## config.mk

```make
export PLATFORM = sky130hd
export DESIGN_NAME = register_read_port
export DESIGN_NICKNAME = d
export VERILOG_FILES = /design/src/rtl/register_read_port.sv
export SDC_FILE = /design/constraint.sdc
export NUM_CORES = 1
export LEC_CHECK = 0
export BUFFER_PORTS_ARGS = -buffer_cell sky130_fd_sc_hd__buf_2
export CORE_MARGIN = 4
export CORE_UTILIZATION = 49
export CTS_CLUSTER_DIAMETER = 80
export DETAILED_ROUTE_END_ITERATION = 6
export PLACE_DENSITY = 0.86
export SLEW_MARGIN = 30
export SYNTH_ARGS = -nofsm -noshare
export SYNTH_HDL_FRONTEND = slang
export SYNTH_SLANG_ARGS = --single-unit
```

## constraint.sdc

```tcl
create_clock -name clk -period 3.9 [get_ports clk]
set_input_delay 0.39 -clock clk [delete_from_list [all_inputs] [get_ports clk]]
set_output_delay 0.39 -clock clk [all_outputs]
set_load 0.1 [all_outputs]
```

## src/rtl/register_read_port.sv

```systemverilog
// Back-pressured read port for the register bank. Reads are looked up at
// acceptance (with same-edge write bypass) and queued in a 2-entry response FIFO.
module register_read_port #(
    parameter int NUM_REGS = 8,
    parameter int DATA_W   = 8,
    parameter int ADDR_W   = 4
) (
    input  logic                       clk,
    input  logic                       rst,
    input  logic [NUM_REGS*DATA_W-1:0] reg_values,
    input  logic                       wr_en,
    input  logic [ADDR_W-1:0]          wr_addr,
    input  logic [DATA_W-1:0]          wr_data,
    input  logic                       req_valid,
    output logic                       req_ready,
    input  logic [ADDR_W-1:0]          req_addr,
    output logic                       rsp_valid,
    input  logic                       rsp_ready,
    output logic [DATA_W-1:0]          rsp_data,
    output logic                       rsp_err
);

    localparam logic [ADDR_W:0] NumRegs = (ADDR_W+1)'(NUM_REGS);

    logic [DATA_W:0]   mem_q [2];
    logic              wr_ptr_q, wr_ptr_d;
    logic              rd_ptr_q, rd_ptr_d;
    logic [1:0]        count_q, count_d;

    logic              push, pop;
    logic              in_range;
    logic [DATA_W-1:0] reg_sel;
    logic [DATA_W:0]   new_entry;

    assign req_ready = rst && (count_q != 2'd2);
    assign rsp_valid = (count_q != 2'd0);
    assign push      = req_valid && req_ready;
    assign pop       = rsp_valid && rsp_ready;
    assign in_range  = {1'b0, req_addr} < NumRegs;

    always_comb begin
        reg_sel = '0;
        for (int i = 0; i < NUM_REGS; i++) begin
            if (req_addr == ADDR_W'(i)) begin
                reg_sel = reg_values[i*DATA_W +: DATA_W];
            end
        end
    end

    // An equal in-range request address implies the write is in range too,
    // so out-of-range writes can never bypass.
    always_comb begin
        new_entry = '0;
        if (!in_range) begin
            new_entry = {1'b1, {DATA_W{1'b0}}};
        end else if (wr_en && (wr_addr == req_addr)) begin
            new_entry = {1'b0, wr_data};
        end else begin
            new_entry = {1'b0, reg_sel};
        end
    end

    always_comb begin
        wr_ptr_d = wr_ptr_q;
        rd_ptr_d = rd_ptr_q;
        count_d  = count_q;
        if (push) begin
            wr_ptr_d = ~wr_ptr_q;
        end
        if (pop) begin
            rd_ptr_d = ~rd_ptr_q;
        end
        case ({push, pop})
            2'b10:   count_d = count_q + 2'd1;
            2'b01:   count_d = count_q - 2'd1;
            default: count_d = count_q;
        endcase
    end

    always_ff @(posedge clk or negedge rst) begin
        if (!rst) begin
            wr_ptr_q <= 1'b0;
            rd_ptr_q <= 1'b0;
            count_q  <= 2'd0;
            mem_q[0] <= '0;
            mem_q[1] <= '0;
        end else begin
            wr_ptr_q <= wr_ptr_d;
            rd_ptr_q <= rd_ptr_d;
            count_q  <= count_d;
            if (push) begin
                mem_q[wr_ptr_q] <= new_entry;
            end
        end
    end

    always_comb begin
        rsp_data = '0;
        rsp_err  = 1'b0;
        if (count_q != 2'd0) begin
            rsp_data = mem_q[rd_ptr_q][DATA_W-1:0];
            rsp_err  = mem_q[rd_ptr_q][DATA_W];
        end
    end

endmodule

```

After elaboration in Yosys (flattened, before gate mapping)
Cells that the tools add are included.
{ "word_totals": {"regBits": 22, "latch_bits": 0, "ram_bits": 0, "mem_bits_ro": 0, "in_bits": 85, "wordCells": 53, "memories": 0} }
{ "classes": {"addsub": 2, "n_mul": 0, "div": 0, "n_lt_le_gt_ge": 4, "eq_ne": 11, "shifts": 0, "n_mux": 19, "bitwise": 4, "n_reduce_logical": 8} }
{ "ops": {"columns": ["op", "count"], "rows": [
  ["two-way mux 8 bit", 10],
  ["two-way mux 9 bit", 5],
  ["bitwise mux 18 bit", 1],
  ["== test 4 x 3 -> 1 bit, second input constant", 4],
  ["demux 9 bit (select 1 bit)", 1],
  ["== test 4 x 2 -> 1 bit, second input constant", 2],
  ["logical AND 1 bit", 5],
  ["== test 4 x 1 -> 1 bit, second input constant", 1],
  ["== test 4 bit", 1],
  ["greater-or-equal comparator 2 bit, second input constant", 2],
  ["zero test 4 bit", 1],
  ["< comparator 4 bit, second input constant", 1],
  ["inverter 1 -> 2 bit", 2],
  ["case mux 2 bit (2 select lines)", 1],
  ["nonzero test 2 bit", 2],
  ["adder 2 x 1 -> 2 bit, second input constant", 1],
  ["== test 2 x 1 -> 1 bit, second input constant", 1],
  ["== test 2 bit, second input constant", 1],
  ["< comparator 2 x 1 -> 1 bit, second input constant", 1],
  ["!= test 2 bit, second input constant", 1],
  ["inverter 1 bit", 2],
  ["subtractor 2 x 1 -> 2 bit, second input constant", 1],
  ["two-way mux 1 bit", 1]
]} }

Depth between registers and ports, before layout
{ "logic_depth": {"depth_word": 12, "ltp_mapped": 7} }

Worst setup path after synthesis
No wires, ideal clock.
{ "synth_timing": {"path_kind": "flip-flop to output port", "start": "register rd_ptr_q", "end": "output rsp_data[0]", "arrival_time_ns": 2.150, "t_required_ns": 3.510, "slack_ns": 1.360, "stages_incl_launch_ff": 4, "n_path_buf": 1, "cell_sequence": "dfrtp_1 -> clkbuf_1 -> mux2i_1 -> nor2_1"} }
{ "synth_between": {"elab_chain_cells": 5} }
{ "synth_lines": {"columns": ["element", "line", "rtl"], "rows": [
  ["start, declared", "27", "logic rd_ptr_q, rd_ptr_d;"],
  ["start signal, assigned", "89", "rd_ptr_q <= rd_ptr_d;"],
  ["inverter 1 -> 2 bit (implied by the code)", "101", "rsp_data = mem_q[rd_ptr_q][DATA_W-1:0];"],
  ["two-way mux 9 bit (3 in series)", null, null],
  ["two-way mux 8 bit", "100", "if (count_q != 2'd0) begin"],
  ["end, declared", "19", "output logic [DATA_W-1:0] rsp_data,"]
]} }
Every way passes these cells. The select of a mux whose other input is x is not followed.

Worst setup path in the final report
{ "layout_timing": {"start": "register count_q[0]", "end": "output rsp_data[5]"} }
{ "layout_between": {"elab_chain_cells": 2} }
{ "layout_lines": {"columns": ["element", "line", "rtl"], "rows": [
  ["start, declared", "28", "logic [1:0] count_q, count_d;"],
  ["start signal, assigned", "90", "count_q <= count_d;"],
  ["nonzero test 2 bit", "100", null],
  ["two-way mux 8 bit", "100", null]
]} }
Every way passes these cells.

==> summary.txt <==
Placeable Area - 0.00363 mm^2
Hold Crit Class - primary input to asynchronous set/reset pin
Most Frequent Cell on Critical Path - nor2_1
Vias - 1838
Diode count - 0
Mapped Cells - 209
Largest family of logic cells by synthesized area - multiplexers
Critical Path RT - 3.51 ns
Final Max Slew Viols - 0
Synth Area in Compound Gates - 19.1%
Crit path time final - 2.14 ns
I/O pins - 96
Clock skew - 0.00326 ns
CTS Hold Bufs - 0
CTS Buf Count - 3
CP Data Arrival Time - 1.75 ns
Hpwl dp - 3.75 mm
Post-synth EDFFs - 0
Critical path cell sequence - nor2_1, nor2_1, buf_2
Wirelength per Cell - 13.7 um
Max clock buf depth - 2
Max-cap viol count - 0
Slowest cell on the critical path - nor2_1
Overall power consumption - 0.00147 W
Largest net degree at the start of global routing - 32
Initial Util - 50.7%
Die Area - 0.00480 mm^2
Post-synthesis simple-gate area fraction - 18.9%
Global-route wire length before repair - 7.79 mm
Initial antenna violation count - 0
Commonest non-fill, non-tap cell in the layout - buf_2
Post-route ant nets - 0
Max_slew headroom - 51.8%
VDD IR max - 0.000264 V
Crit start category - register
Synth warn - 0
Buf+Inv Stages, Crit Path - 1
Post_cts resized - 0
Grt ovf - 0
Sink Count - 22
Crit path max-delay family - simple AND/OR/NAND/NOR gates
Setup Buffers After CTS - 0
Drt total wl - 4.67 mm
Final net count - 380
TNS Setup - 0 ns
Yosys reg bits - 22
Power per cell area - 623 mW/mm^2
Clock Latency Late Sink - 0.26 ns
Worst-Margin Slew - 0.721 ns
Placed cell area - 0.00230 mm^2
Worst setup path class - register to output port
RSZ-0062 raised after global routing - no
Adder-Cell Fraction of Synth Area - 0.680%
Post-route cell area - 0.00237 mm^2
Drt initial violations - 98
Mapped Area - 0.00184 mm^2
H-Tree Depth - 1
Xor/xnor share of the synthesized area - 3.81%
Number of port buffers - 95
Area Growth Syn to Fin - 28.7%
Drt pass-1 iters - 4
Die outline height - 69.3 um
Vias in the first global route - 1719
Post-synth cell types - 46
Post-detailed-route via-to-cell ratio - 5.39
Slowest cell delay on critical path - 0.58 ns
Hold Violations, Final - 0
Asr flop ratio synth - 100%
Sequential area share after synthesis - 29.9%
GP Congestion - 0.813
Most used DFF post-synth - dfrtp_1
Met1 usage - 25.3%
Final period util - 54.8%
Most frequent cells in the layout - 95 x buf_2, 26 x mux2i_1, 22 x dfrtp_1
Met3 global-route usage - 3.48%
Rows - 22
Clock Pin Slew Worst Setup and Hold Paths - 0.08 ns
Mapped Nets - 295
Leak pwr - 1.21 nW
TritonCTS clock tree - done
Mux cell area share after synthesis - 21.5%
DRC Markers - 0
GR Util met2 - 32.0%
Crit path capture type - output port
FMAX - 0.468 GHz
Worst-case reg-to-reg path depth - 5
Tot GR Track Use - 19.3%
Clk root buf - clkbuf_8
Share of layout cells above drive strength 1 - 37.2%
Run status - finished clean
Mean Syn Cell Area - 8.81 um^2
Die span in x - 69.3 um
Critical path peak fanout - 11
Final setup vio count - 0
Cell depth of the worst setup path - 3
Gr busiest metal - met2
## Yosys cell counts, types with 2 or more instances
| master | count | area share, % |
|---|---|---|
| nand3b_1 | 4 | 1.6 |
| nand3_1 | 2 | 0.54 |
| nand2_1 | 18 | 3.7 |
| clkbuf_1 | 6 | 1.2 |
| nor2b_1 | 2 | 0.68 |
| or2_1 | 2 | 0.68 |
| o22ai_1 | 7 | 2.4 |
| o31ai_1 | 2 | 0.82 |
| or2_2 | 2 | 0.68 |
| a222oi_1 | 3 | 1.6 |
| a311oi_1 | 4 | 1.9 |
| xnor2_1 | 7 | 3.3 |
| o21ai_1 | 10 | 2.7 |
| nand2b_1 | 3 | 1.0 |
| or3b_1 | 4 | 1.9 |
| mux2_1 | 10 | 6.1 |
| dfrtp_1 | 22 | 30 |
| nor2_1 | 16 | 3.3 |
| o41ai_2 | 2 | 1.8 |
| nor3_1 | 4 | 1.1 |
| o22a_1 | 3 | 1.4 |
| inv_1 | 8 | 1.6 |
| o21ai_0 | 10 | 2.7 |
| mux2i_1 | 26 | 14 |
| buf_2 | 6 | 1.6 |
| a21oi_1 | 4 | 1.1 |
| mux2_2 | 2 | 1.2 |
| buf_4 | 2 | 0.82 |
## layer usage
layer,share of wire (%),vias up
met1,43,839
met2,49,66
met4,0.81,0
met5,0,-
met3,7.1,3
li1,-,930
## kinds of logic after synthesis
family,after synthesis
AND/OR/NAND/NOR,65
AO/OA/AOI/OAI,51
multiplexers,38
buffers and inverters,24
flip-flops,22
XOR/XNOR,8
adder cells (fa/ha/maj),1
## final timing paths
check / from / to / slack, ns
max in group asynchronous: rst / mem_q[14] / 3.47
worst max register to register: count_q[0] / count_q[1] / 2.02
worst max-delay path: count_q[0] / rsp_data[5] / 1.76
worst min-delay path: rst / wr_ptr_q / 0.09
worst min register to register: mem_q[5] / mem_q[5] / 0.49
min in group clk: wr_data[2] / mem_q[11] / 0.43
## final cells by class
type / instances / area, um^2
inverter: 9 / 33.8
clock buffer: 3 / 41.3
clock inverter: 1 / 30.0
tap: 48 / 60.1
multi-input combinational: 163 / 1180
fill: 331 / 1260
sequential: 22 / 551
timing repair buffer: 95 / 475
## flip-flops by register name (all words and copies together), names as in the netlist
name	cells
count_q	2
mem_q	18
rd_ptr_q	1
wr_ptr_q	1
## worst reg2reg max path, delay by kind of cell (launching register included)
family	cells	cell delay (ns)
simple gates	3	0.90
xor+xnor	1	0.13
fa+ha+maj	1	0.34
flops	1	0.44
## per-stage QoR
stage / hold slack [ns] / util [%] / setup WS (ns) / cells
floorplan: 0.0944 / - / 1.36 / 209
global placement: 0.382 / 63.2 / 1.78 / 337
detailed placement: 0.382 / 63.2 / 1.71 / 337
CTS: 0.0920 / 65.2 / 1.75 / 341
global route: 0.107 / 65.2 / 1.61 / 341
finish: 0.0890 / 65.2 / 1.76 / 341
## where the power goes
part	total [W]	switching (W)	internal [W]
Combinational	0.000845	0.000614	0.000231
Sequential	0.000420	0.0000867	0.000333
Clock	0.000210	0.0000728	0.000137
Total	0.00147	0.000774	0.000701
No activity file was read; power rests on OpenSTA's default activity.
